$ cat src/rtl/viterbi_link_sequencer.sv
// Frame sequencer for the encoder -> channel -> decoder link: payload/tail generation, scheduled
// channel bit flips and residual-error counting. Define SEQ_LFSR_EN for an LFSR payload.
module viterbi_link_sequencer #(
  parameter int          FRAME_LEN  = 256,
  parameter int          TAIL_LEN   = 2,
  parameter int          DEC_LAT    = 8,
  parameter int          ERR_PERIOD = 16,
  parameter logic [15:0] LFSR_SEED  = 16'hACE1
) (
  input  logic        clk,
  input  logic        rst,
  input  logic        start_i,
  input  logic [1:0]  mode_i,
  output logic        enc_d_o,
  output logic        enc_en_o,
  input  logic        enc_valid_i,
  input  logic [1:0]  enc_sym_i,
  output logic [1:0]  chan_sym_o,
  output logic        dec_en_o,
  input  logic        dec_d_i,
  output logic        busy_o,
  output logic        done_o,
  output logic [15:0] inj_ct_o,
  output logic [15:0] bit_err_ct_o
);
  typedef enum logic [2:0] {S_IDLE, S_SEND, S_FLUSH, S_DRAIN, S_DONE} state_t;

  localparam int              PH_W       = $clog2(ERR_PERIOD);
  localparam logic [15:0]     FRAME_LAST = 16'(FRAME_LEN - 1);
  localparam logic [15:0]     TAIL_LAST  = 16'(TAIL_LEN - 1);
  localparam logic [15:0]     FRAME_CT   = 16'(FRAME_LEN);
  localparam logic [PH_W-1:0] PH_LAST    = PH_W'(ERR_PERIOD - 1);

  function automatic logic [15:0] sat_inc(input logic [15:0] v, input logic en);
    return (en && v != 16'hFFFF) ? v + 16'd1 : v;
  endfunction

`ifdef SEQ_LFSR_EN
  // Fibonacci form of x^16+x^14+x^13+x^11+1, shifting toward the MSB output.
  function automatic logic [15:0] lfsr_step(input logic [15:0] v);
    return {v[14:0], v[15] ^ v[13] ^ v[12] ^ v[10]};
  endfunction

  logic [15:0] pay_q;
`endif

  state_t             state_q;
  logic [15:0]        cnt_q, cmp_q, inj_q, err_q;
  logic [15:0]        cmp_d, inj_d, err_d;
  logic [1:0]         mode_q, chan_q;
  logic               enc_d_q, enc_en_q, busy_q, done_q, dec_en_q;
  logic [PH_W-1:0]    ph_q;
  logic               seen_q;
  logic [DEC_LAT-1:0] dl_v_q, dl_b_q;
  logic               tap_v, tap_b, sym_ok, flip, fin, accept;

  always_comb begin
    tap_v  = dl_v_q[DEC_LAT-1];
    tap_b  = dl_b_q[DEC_LAT-1];
    sym_ok = enc_valid_i && (state_q != S_IDLE);
    accept = (state_q == S_IDLE) && start_i;
    case (mode_q)
      2'b01:   flip = sym_ok && (ph_q == PH_LAST);
      2'b10:   flip = sym_ok && ((ph_q == PH_LAST) || (seen_q && ph_q == '0));
      default: flip = 1'b0;
    endcase
    cmp_d = cmp_q + {15'd0, tap_v};
    inj_d = sat_inc(inj_q, flip);
    err_d = sat_inc(err_q, tap_v && (tap_b != dec_d_i));
    fin   = (cmp_d == FRAME_CT);
  end

  always_ff @(posedge clk or posedge rst) begin
    if (rst) begin
      state_q  <= S_IDLE;
      cnt_q    <= '0;
      mode_q   <= '0;
      enc_d_q  <= 1'b0;
      enc_en_q <= 1'b0;
      busy_q   <= 1'b0;
      done_q   <= 1'b0;
`ifdef SEQ_LFSR_EN
      pay_q    <= LFSR_SEED;
`endif
    end else begin
      done_q <= 1'b0;
      case (state_q)
        S_IDLE: if (start_i) begin
          state_q  <= S_SEND;
          mode_q   <= mode_i;
          cnt_q    <= '0;
          enc_en_q <= 1'b1;
          busy_q   <= 1'b1;
`ifdef SEQ_LFSR_EN
          enc_d_q  <= LFSR_SEED[15];
          pay_q    <= lfsr_step(LFSR_SEED);
`else
          enc_d_q  <= 1'b0;
`endif
        end
        S_SEND: begin
          cnt_q <= cnt_q + 16'd1;
`ifdef SEQ_LFSR_EN
          enc_d_q <= pay_q[15];
          pay_q   <= lfsr_step(pay_q);
`else
          enc_d_q <= ~cnt_q[0];
`endif
          if (cnt_q == FRAME_LAST) begin
            cnt_q   <= '0;
            enc_d_q <= 1'b0;
            if (TAIL_LEN > 0) begin
              state_q <= S_FLUSH;
            end else begin
              state_q  <= S_DRAIN;
              enc_en_q <= 1'b0;
            end
          end
        end
        S_FLUSH: begin
          cnt_q <= cnt_q + 16'd1;
          if (cnt_q == TAIL_LAST) begin
            enc_en_q <= 1'b0;
            // Short decoder latency can finish all compares inside the tail.
            if (fin) begin
              state_q <= S_DONE;
              done_q  <= 1'b1;
            end else begin
              state_q <= S_DRAIN;
            end
          end
        end
        S_DRAIN: if (fin) begin
          state_q <= S_DONE;
          done_q  <= 1'b1;
        end
        S_DONE: begin
          state_q <= S_IDLE;
          busy_q  <= 1'b0;
        end
        default: state_q <= S_IDLE;
      endcase
    end
  end

  // Channel corruption, reference delay line and frame counters.
  always_ff @(posedge clk or posedge rst) begin
    if (rst) begin
      chan_q   <= '0;
      dec_en_q <= 1'b0;
      dl_v_q   <= '0;
      dl_b_q   <= '0;
      inj_q    <= '0;
      err_q    <= '0;
      cmp_q    <= '0;
      ph_q     <= '0;
      seen_q   <= 1'b0;
    end else begin
      chan_q    <= enc_sym_i ^ {1'b0, flip};
      dec_en_q  <= enc_valid_i;
      dl_v_q[0] <= (state_q == S_SEND);
      dl_b_q[0] <= enc_d_q;
      for (int i = 1; i < DEC_LAT; i++) begin
        dl_v_q[i] <= dl_v_q[i-1];
        dl_b_q[i] <= dl_b_q[i-1];
      end
      if (accept) begin
        inj_q  <= '0;
        err_q  <= '0;
        cmp_q  <= '0;
        ph_q   <= '0;
        seen_q <= 1'b0;
      end else begin
        inj_q <= inj_d;
        err_q <= err_d;
        cmp_q <= cmp_d;
        if (sym_ok) begin
          ph_q   <= (ph_q == PH_LAST) ? '0 : ph_q + PH_W'(1);
          seen_q <= 1'b1;
        end
      end
    end
  end

  assign enc_d_o      = enc_d_q;
  assign enc_en_o     = enc_en_q;
  assign chan_sym_o   = chan_q;
  assign dec_en_o     = dec_en_q;
  assign busy_o       = busy_q;
  assign done_o       = done_q;
  assign inj_ct_o     = inj_q;
  assign bit_err_ct_o = err_q;
endmodule
$ cat config.mk
export PLATFORM = sky130hd
export DESIGN_NAME = viterbi_link_sequencer
export DESIGN_NICKNAME = d
export VERILOG_FILES = /design/src/rtl/viterbi_link_sequencer.sv
export SDC_FILE = /design/constraint.sdc
export NUM_CORES = 1
export LEC_CHECK = 0
export ABC_AREA = 1
export CAP_MARGIN = 5
export CORE_ASPECT_RATIO = 1.4
export CORE_MARGIN = 5
export CORE_UTILIZATION = 52
export CTS_CLUSTER_SIZE = 25
export DETAILED_ROUTE_END_ITERATION = 16
export PLACE_DENSITY = 0.76
export SYNTH_ARGS = -nofsm -noshare
export SYNTH_HDL_FRONTEND = slang
export SYNTH_SLANG_ARGS = --single-unit
$ cat constraint.sdc
create_clock -name clk -period 2.7 [get_ports clk]
set_input_delay 0.405 -clock clk [delete_from_list [all_inputs] [get_ports clk]]
set_output_delay 0.405 -clock clk [all_outputs]
set_load 0.02 [all_outputs]
# After elaboration in Yosys (flattened, before gate mapping)
# Cells that the tools add are included.
# word_totals
in_bits	9
out_inout_bits	39
register_bits	97
wordCells	95
# op_classes
eq_ne	17
add_sub_neg	5
n_reduce_logical	25
n_bitwise	2
muxes	30
# op_table
cell	n
$mux 16	7
$add 16x1->16 const B	3
$pmux 16 s3	1
$ne 16x16->1 const B	2
$add 16x1->16	1
$eq 16x1->1 const B	1
$eq 16x8->1 const B	1
$eq 16x9->1 const B	1
$mux 3	5
$mux 4	3
$pmux 3 s4	1
$reduce_bool 2->1	6
$pmux 1 s2	5
$logic_and 1x1->1	8
$mux 1	8
$ne 2x2->1 const B	4
$reduce_and 2->1	4
$eq 3x2->1 const B	2
$reduce_bool 3->1	2
$add 4x1->4 const B	1
$eq 4x4->1 const B	1
$logic_not 4->1	1
$reduce_and 4->1	1
$eq 3x1->1 const B	1
other kinds (9)	9

# Depth between registers and ports, before layout
# Gate-level depths: netlist (run 1).
# logic_depth
ltp_word	8
mapped_depth	15
mapped_depth_nobuf	15

# Least setup slack after synthesis (run 1)
# OpenSTA, ideal clock, no wires.
# synth_timing
path_type	flip-flop to flip-flop
startpoint	register dl_v_q[7]
endpoint	register state_q[0]
required_ps	2584
setup_ps	116
synth_period_minus_slack_ps	1875
arrival_ps	1758
slack_ps	825
stages_incl_launch_ff	14
n_path_buf	0
path_cell_list	dfrtp_1 ha_1 ha_1 or2_2 nand2_1 nand2_1 nor2_1 nand3b_1 nor2_1 nand3_2 nand2_1 nand2_1 nand2_1 nand2_1
# synth_between
elab_chain_len	5
elab_cells_between_ends	7
classes_between	add/sub: 1; eq/ne: 2; mux: 3; reduce/logical: 1
# synth_rtl
element	line	rtl
start, declared	54	logic [DEC_LAT-1:0] dl_v_q, dl_b_q;
start signal, assigned by index	164	dl_v_q[i] <= dl_v_q[i-1];
$add 16x1->16 *	67	cmp_d = cmp_q + {15'd0, tap_v};
$eq 16x9->1 *	70	fin = (cmp_d == FRAME_CT);
$mux 3	125	if (fin) begin
$mux 3	122	if (cnt_q == TAIL_LAST) begin
$pmux 3 s4	87	case (state_q)
end signal, assigned	89	state_q <= S_SEND;
end signal, assigned	126	state_q <= S_DONE;
end signal, assigned	129	state_q <= S_DRAIN;
end, declared	47	state_t state_q;
# Mark *: on every way between the ends. The rest lies on a longest branch, timed or not. The select of a mux whose other input is x is not followed.
# A chain may end at the register's enable or synchronous reset.

# Final worst setup path (run 1)
# layout_timing
startpoint	register inj_q[0] (netlist: inj_ct_o[0])
endpoint	register inj_q[4] (netlist: inj_ct_o[4])
# layout_between
elab_chain_len	3
elab_cells_between_ends	6
classes_between	add/sub: 1; eq/ne: 1; mux: 2; reduce/logical: 2
# layout_rtl
element	line	rtl
start, declared	48	logic [15:0] cnt_q, cmp_q, inj_q, err_q;
start signal, assigned	174	inj_q <= inj_d;
$add 16x1->16 / $ne 16x16->1 (equally long branches)	35	return (en && v != 16'hFFFF) ? v + 16'd1 : v;
$mux 16 / $logic_and 1x1->1 (equally long branches)	35	
$mux 16 / $reduce_bool 2->1 (equally long branches)	n/a	
# Several ways; a longest one is shown, not always the timed one. The select of a mux whose other input is x is not followed.

==> summary.json, run 1 <==
{
  "area_used_by_sequential_logic_in_the_layout": {"value": 2430, "unit": "um2"},
  "detail-route-antenna-nets": {"value": 0},
  "synthArstFlopShare": {"value": 100, "unit": "%"},
  "drive_above_1_share": {"value": 9.85, "unit": "%"},
  "clock.fmax": {"value": 463, "unit": "MHz"},
  "ys_seq_area_share": {"value": 48.8, "unit": "%"},
  "io_buffers": {"value": 47},
  "place_congestion": {"value": 0.911},
  "synth_common_cells": {"value": "140 x nand2_1, 97 x dfrtp_1, 72 x inv_1"},
  "ctsHoldBuffers": {"value": 0},
  "num-nets-final": {"value": 673},
  "grt_pass1_vias": {"value": 4305},
  "design.core.area": {"value": 9410, "unit": "um2"},
  "multiInputGateArea": {"value": 2190, "unit": "um2"},
  "netlist_instances": {"value": 597},
  "setup.worst_path.end": {"value": "inj_ct_o[4]"},
  "yosys.cell_count.top_type": {"value": "nand2_1"},
  "grt_max_degree": {"value": 61},
  "fin_util": {"value": 63.3, "unit": "%"},
  "postSynthNetCount": {"value": 615},
  "yosysTopAreaCell": {"value": "dfrtp_1"},
  "worst_ep_arrival_time": {"value": 2.44, "unit": "ns"},
  "overall_fraction_of_global_route_tracks_in_use": {"value": 20.3, "unit": "%"},
  "tritoncts.num_buffers": {"value": 9},
  "post_drt_via_cell_ratio": {"value": 5.44},
  "crit_start": {"value": "inj_ct_o[0]"},
  "tritoncts_sink_count": {"value": 97},
  "hpwl": {"value": 8030, "unit": "um"},
  "route.detailed.drc": {"value": 0},
  "rr_endpoint": {"value": "inj_ct_o[4]"},
  "post_synthesis_cell_type_count": {"value": 47},
  "worst-r2r-cell-count": {"value": 10},
  "synthesis_warnings": {"value": 0},
  "dr_total_vias": {"value": 4186},
  "p_leak": {"value": 0.00274, "unit": "uW"},
  "dominantRegCellSynth": {"value": "dfrtp_1"},
  "outcome": {"value": "complete, no violations"},
  "min_period": {"value": 2.16, "unit": "ns"},
  "clock_skew": {"value": 0.0111, "unit": "ns"},
  "synthesis.area": {"value": 4970, "unit": "um2"},
  "filler_cell_count": {"value": 808},
  "design.portCount": {"value": 48},
  "synth_top_cells_by_area": {"value": "dfrtp_1 49%, nand2_1 11%, inv_1 5.4%, nor2_1 4.6%, nand3_1 3.2%"},
  "clk-insertion-delay-late": {"value": 0.35, "unit": "ns"},
  "die_area": {"value": 11600, "unit": "um2"},
  "wl_per_cell": {"value": 14.2, "unit": "um"},
  "clock_tree_from_tritoncts": {"value": "done"},
  "rsz0062_at_grt": {"value": "no"},
  "report.final.slew_viol_count": {"value": 0},
  "globalRoute.totalOverflow": {"value": 0},
  "ir_drop": {"value": 654, "unit": "uV"},
  "clkSlewWorstSetupHoldPaths": {"value": 0.07, "unit": "ns"},
  "worst_ep_required_time": {"value": 2.98, "unit": "ns"},
  "die_extent_in_y": {"value": 126, "unit": "um"},
  "synth_edf_count": {"value": 0},
  "fin_worst_hold_slack": {"value": 0.349, "unit": "ns"},
  "drv_cap": {"value": 0},
  "drt_first_iter_violations": {"value": 189},
  "grt_first_pass_wirelength": {"value": 19200, "unit": "um"},
  "post_synth.cell_area_avg": {"value": 8.33, "unit": "um2"},
  "tightestPinTransition": {"value": 0.587, "unit": "ns"},
  "timing_worst_setup_path_type": {"value": "register to register"},
  "post_cts_resized": {"value": 0},
  "totalWireLength": {"value": 10900, "unit": "um"},
  "setup.worst_path.start_class": {"value": "register"},
  "cts.repair_timing.setup_buffer_count": {"value": 0},
  "power-per-cell-area": {"value": 819, "unit": "nW/um2"},
  "syn_to_final_growth": {"value": 19.7, "unit": "%"},
  "fin_crit_sh": {"value": 80.1, "unit": "%"},
  "end_kind": {"value": "register"},
  "cts-root-to-sink-buffers": {"value": 2},
  "antenna_cells_inserted": {"value": 0},
  "hold_path_cell_cnt": {"value": 0},
  "report.final.hold_viol_count": {"value": 0},
  "worst_r2r_startpoint": {"value": "inj_ct_o[0]"},
  "final.setup.tns": {"value": 0, "unit": "ns"},
  "floorplan.initialDensity": {"value": 52.9, "unit": "%"},
  "rows": {"value": 42},
  "reg2reg_setup_slack": {"value": 0.54, "unit": "ns"},
  "setup_viol_count_final": {"value": 0},
  "antenna_found_initial": {"value": 0},
  "firstDrtPassIters": {"value": 4},
  "worst_hold_path_type": {"value": "register to register"},
  "chip_width": {"value": 92.6, "unit": "um"},
  "max-slew-margin-rel": {"value": 60.5, "unit": "%"},
  "number_of_synthesized_register_bits": {"value": 97},
  "synth.top_cell.area_share": {"value": 48.8, "unit": "%"},
  "clock_tree.root_cell": {"value": "clkbuf_16"},
  "htree_levels": {"value": 3},
  "crit_fanout": {"value": 10}
}
## kinds of logic after synthesis
group | synth area share [%]
adders and majority gates | 2.26
xor gates and xnor gates | 2.64
muxes | 0.201
and+or+nand+nor | 29.7
AOI/OAI and AO/OA | 9.31
buffers and inverters | 7.05
DFF | 48.8
## layer usage
| metal | track usage, % | up-vias | routed length (um) |
|---|---|---|---|
| met5 | 0 | - | 0 |
| met1 | 23.2 | 1994 | 4290 |
| met3 | 3.46 | 23 | 481 |
| met2 | 36.5 | 113 | 5900 |
| met4 | 9.23 | 0 | 257 |
| li1 | - | 2056 | - |
## cells in the final DEF (no fill, tap or decap), drive strengths merged
master | Yosys | layout
or2 | 1 | 1
ha | 9 | 9
o21ai | 29 | 29
clkinvlp | 0 | 1
a22oi | 1 | 1
nand3b | 3 | 3
nand3 | 37 | 37
nor2 | 71 | 71
and3 | 2 | 2
nor4 | 4 | 4
o21a | 2 | 2
xnor2 | 6 | 6
bufinv | 0 | 3
inv | 80 | 79
a22o | 1 | 1
nor3 | 28 | 28
clkdlybuf4s50 | 0 | 47
clkinv | 1 | 4
a31oi | 1 | 1
a211oi | 2 | 2
o22ai | 1 | 1
clkbuf | 4 | 10
xor2 | 9 | 9
a21oi | 32 | 32
buf | 3 | 7
mux2i | 1 | 1
nand4 | 16 | 16
o211a | 2 | 2
o21bai | 3 | 3
nor3b | 1 | 1
o31ai | 4 | 4
nand2 | 146 | 146
dfrtp | 97 | 97
## registers in the layout, summed over array words and instances, names as in the netlist, 2 cells and up
| signal | count |
|---|---|
| cmp_q | 16 |
| chan_sym_o | 2 |
| state_q | 3 |
| mode_q | 2 |
| bit_err_ct_o | 16 |
| inj_ct_o | 16 |
| dl_b_q | 8 |
| cnt_q | 16 |
| ph_q | 4 |
| dl_v_q | 8 |
## report_power, final
group          leakage [uW]  internal (uW)  switching (uW)  total (uW)
combinational       0.00128            526             931        1460
sequential          0.00129           1740             214        1950
clock              0.000172            925             540        1470
## per-stage QoR
step | setup slack (ns) | instance area, um2 | power (uW) | cells
after floorplan | 0.825 | 4980 | 2970 | 597
after global placement | 0.440 | 5610 | 3380 | 754
after detailed placement | 0.357 | 5610 | 3430 | 754
after CTS | 0.530 | 5950 | 4920 | 770
after global routing | 0.325 | 5950 | 5190 | 770
final | 0.538 | 5950 | 4870 | 770
## how the worst min path moves through the flow
stage                   start   endpoint  slack, ns
finish              dl_b_q[2]  dl_b_q[3]       0.35
global route        dl_v_q[4]  dl_v_q[5]       0.36
CTS                 dl_b_q[3]  dl_b_q[4]       0.35
detailed placement  dl_b_q[3]  dl_b_q[4]       0.34
global placement    dl_b_q[1]  dl_b_q[2]       0.33
floorplan           dl_b_q[0]  dl_b_q[1]       0.33
## cell type report
class	instances	share of cell area [%]
flip-flops and latches	97	40.8
multi-input cells	412	36.9
repair buffers	54	9.00
inverters	81	5.26
clock buffers	10	4.02
well taps	110	2.31
clock inverters	6	1.77
## critical path, cell delays in order, from the launching register on
cell,delay (ns)
dfrtp_1,0.43
ha_1,0.25
nand2_1,0.12
nor3_4,0.08
nand2_1,0.08
nor2_2,0.05
a21oi_2,0.49
nand3_1,0.21
o21ai_0,0.23
nand2_1,0.08
nor2_1,0.08
Note: power is estimated with default switching activity, not from simulation.
==> run 2: changes to the inputs <==
clock period = 1.9 ns   (was 2.7 ns; I/O delays follow)
==> run 2 against run 1 <==
The flow now finishes with violations (setup timing); setup slack lost 0.58 ns; combinational power is 63% higher; clock skew shrank 0.0064 ns; global-route usage is 0.60 points higher; design area grew 5.0%; sequential power is 42% higher.
==> summary.json, run 2 (synthesis gave the netlist of run 1 again) <==
{
  "rows": {"value": 42, "change": "unchanged"},
  "detail-route-antenna-nets": {"value": 0, "change": "unchanged"},
  "final_critical_path_setup_slack": {"value": -0.0453, "unit": "ns", "change": "-0.584 ns"},
  "min_period": {"value": 1.95, "unit": "ns", "change": "-0.216 ns"},
  "dr_total_vias": {"value": 4337, "change": "+3.6%"},
  "design.portCount": {"value": 48, "change": "unchanged"},
  "cts-root-to-sink-buffers": {"value": 2, "change": "unchanged"},
  "p_leak": {"value": 0.00286, "unit": "uW", "change": "+4.5%"},
  "worst_hold_path_type": {"value": "register to register"},
  "firstDrtPassIters": {"value": 4, "change": "unchanged"},
  "crit_path_frequent_cell": {"value": "nand2_1"},
  "fin_worst_hold_slack": {"value": 0.347, "unit": "ns", "change": "-0.00210 ns"},
  "floorplan.initialDensity": {"value": 52.9, "unit": "%", "change": "unchanged"},
  "outcome": {"value": "complete, but fails checks"},
  "rsz0062_at_grt": {"value": "yes"},
  "tightestPinTransition": {"value": 0.467, "unit": "ns", "change": "-0.120 ns"},
  "worst_ep_required_time": {"value": 2.13, "unit": "ns", "change": "-0.85 ns"},
  "rr_endpoint": {"value": "state_q[1]"},
  "fin_crit_sh": {"value": 102, "unit": "%", "change": "+22 points"},
  "power-per-cell-area": {"value": 1120, "unit": "nW/um2", "change": "+37%"},
  "proportion_of_power_drawn_by_the_clock_network": {"value": 26.7, "unit": "%", "change": "-3.4 points"},
  "drt_first_iter_violations": {"value": 288, "change": "+52%"},
  "failed_checks": {"value": "setup timing"},
  "die_area": {"value": 11600, "unit": "um2", "change": "unchanged"},
  "worst_r2r_startpoint": {"value": "dl_v_q[7]"},
  "end_kind": {"value": "register"},
  "die_extent_in_y": {"value": 126, "unit": "um", "change": "unchanged"},
  "ir_drop": {"value": 851, "unit": "uV", "change": "+30%"},
  "report.final.hold_viol_count": {"value": 0, "change": "unchanged"},
  "setup.worst_path.start_class": {"value": "register"},
  "antenna_cells_inserted": {"value": 0, "change": "unchanged"},
  "route.detailed.drc": {"value": 0, "change": "unchanged"},
  "syn_to_final_growth": {"value": 25.6, "unit": "%"},
  "max-slew-margin-rel": {"value": 68.8, "unit": "%", "change": "+8.3 points"},
  "grt_max_degree": {"value": 64, "change": "+4.9%"},
  "place_congestion": {"value": 0.911, "change": "about the same"},
  "clock_tree_from_tritoncts": {"value": "done"},
  "htree_levels": {"value": 3, "change": "unchanged"},
  "layout.cells.non_filler": {"value": 798, "change": "+3.6%"},
  "power_frac_comb": {"value": 33.9, "unit": "%", "change": "+4.0 points"},
  "post_drt_via_cell_ratio": {"value": 5.43, "change": "about the same"},
  "crit_start": {"value": "dl_v_q[7]"},
  "layout.cells.most_common": {"value": "nand2_1"},
  "grt_pass1_vias": {"value": 4335, "change": "+0.70%"},
  "report.final.slew_viol_count": {"value": 0, "change": "unchanged"},
  "timing_worst_setup_path_type": {"value": "register to register"},
  "p_int": {"value": 4520, "unit": "uW", "change": "+42%"},
  "seqPwrFrac": {"value": 39.4, "unit": "%", "change": "-0.6 points"},
  "design.core.area": {"value": 9410, "unit": "um2", "change": "unchanged"},
  "critPathMaxStageDelay": {"value": 0.41, "unit": "ns", "change": "-0.08 ns"},
  "crit_fanout": {"value": 4, "change": "-6"},
  "final.setup.tns": {"value": -0.152, "unit": "ns", "change": "-0.152 ns"},
  "wl_per_cell": {"value": 14.4, "unit": "um", "change": "+1.7%"},
  "clk-insertion-delay-late": {"value": 0.34, "unit": "ns", "change": "about the same"},
  "chip_width": {"value": 92.6, "unit": "um", "change": "unchanged"},
  "grt_first_pass_wirelength": {"value": 19900, "unit": "um", "change": "+3.6%"},
  "setup.worst_path.end": {"value": "state_q[1]"},
  "clkSlewWorstSetupHoldPaths": {"value": 0.06, "unit": "ns", "change": "about the same"},
  "reg2reg_setup_slack": {"value": -0.05, "unit": "ns", "change": "-0.58 ns"},
  "mostFrequentLayoutCells": {"value": "139 x nand2_1, 97 x dfrtp_1, 70 x inv_1"},
  "antenna_found_initial": {"value": 0, "change": "unchanged"},
  "num-nets-final": {"value": 701, "change": "+4.2%"},
  "critical-path-slowest-cell": {"value": "dfrtp_1"},
  "setup_viol_count_final": {"value": 4, "change": "+4"},
  "totalWireLength": {"value": 11500, "unit": "um", "change": "+5.4%"},
  "worst_ep_arrival_time": {"value": 2.18, "unit": "ns", "change": "-0.26 ns"},
  "drv_cap": {"value": 0, "change": "unchanged"},
  "ctsHoldBuffers": {"value": 0, "change": "unchanged"},
  "globalRoute.totalOverflow": {"value": 0, "change": "unchanged"},
  "netSwitchingFraction": {"value": 35.6, "unit": "%", "change": "+1.1 points"},
  "drive_above_1_share": {"value": 15.3, "unit": "%", "change": "+5.4 points"},
  "clock.fmax": {"value": 514, "unit": "MHz", "change": "+11%"},
  "io_buffers": {"value": 47, "change": "unchanged"},
  "timing.critical_path.cells": {"value": "ha_4, ha_4, or2_4, nand2_1, nand2_1, nor2_1, nand3b_1, nor2_1, nand3_2, nand2_1, nand2_1, nand2_1, nand2_1"},
  "clock_tree.root_cell": {"value": "clkbuf_16"},
  "overall_fraction_of_global_route_tracks_in_use": {"value": 20.8, "unit": "%", "change": "+0.60 points"},
  "clock_skew": {"value": 0.00473, "unit": "ns", "change": "-0.00637 ns"},
  "dp_cells": {"value": 780, "change": "+3.4%"},
  "tritoncts_sink_count": {"value": 97, "change": "unchanged"},
  "hpwl": {"value": 8200, "unit": "um", "change": "+2.2%"},
  "power.switching": {"value": 2500, "unit": "uW", "change": "+49%"},
  "tritoncts.num_buffers": {"value": 9, "change": "unchanged"},
  "worst-r2r-cell-count": {"value": 13, "change": "+3"}
}
==> run 2: cell types whose count changed in the layout (fill, tap and decap cells not counted), sizes merged <==
cell    previous run  this run
clkinv             4         2
bufinv             3         1
buf                7        34
clkbuf            10        14
nor2              71        72
==> run 2: final cells by class <==
cell class,count,area [um2]
fillers,751,3160
flip-flops and latches,97,2430
multi-input cells,413,2310
repair buffers,81,746
inverters,81,313
clock buffers,14,274
well taps,110,138
clock inverters,2,35.0
==> run 2: routing by layer <==
layer  up-vias  share of wire (%)  wire (um)  GRT usage (%)
li1       2118                  -          -              -
met3        23                4.1        474           3.34
met1      2086                 40       4660           25.4
met2       110                 54       6170           36.9
met4         0                1.8        211           7.85
met5         -                  0          0              0
==> run 2: worst max-delay path: cells and delay by family (launching register included) <==
family,cells,cell delay (ns)
AND/OR/NAND/NOR,11,1.09
flip-flops,1,0.41
adder cells (fa/ha/maj),2,0.34
==> run 2: per-stage QoR <==
stage | area, um2 | utilization, % | worst slack, ns | power, uW
finish | 6250 | 66.4 | -0.0453 | 7030
global route | 6250 | 66.4 | -0.209 | 7450
CTS | 6170 | 65.6 | -0.0508 | 7000
detailed placement | 5800 | 61.7 | -0.117 | 5040
global placement | 5800 | 61.7 | -0.0587 | 4960
floorplan | 4980 | - | 0.0254 | 4230
==> run 2: worst min path at each step <==
stage                  from       endpoint  slack (ns)  cells after the start
6_report          dl_v_q[2]      dl_v_q[3]        0.35                      0
5_1_grt           dl_v_q[5]      dl_v_q[6]        0.35                      0
4_1_cts           dl_v_q[2]      dl_v_q[3]        0.35                      0
3_5_place_dp      dl_v_q[2]      dl_v_q[3]        0.33                      0
3_3_place_gp      dl_b_q[1]      dl_b_q[2]        0.33                      0
2_1_floorplan  enc_sym_i[1]  chan_sym_o[1]        0.32                      0
==> run 2: timing repair <==
| action | CTS | global route |
|---|---|---|
| endpoints found under the hold margin | 0 | 0 |
| setup buffers | 1 | 0 |
| pin swaps | 8 | 8 |
| resized for setup | 10 | 16 |
| cloned | 0 | 1 |
| setup endpoints to repair | 2 | 38 |
==> run 2: power groups by stage <==
stage	registers (uW)	clock network [uW]	logic [uW]
final	2770	1870	2380
after global routing	2830	1990	2640
after CTS	2760	1920	2320
after detailed placement	2780	0	2250
after global placement	2760	0	2200
after floorplan	2850	0	1380
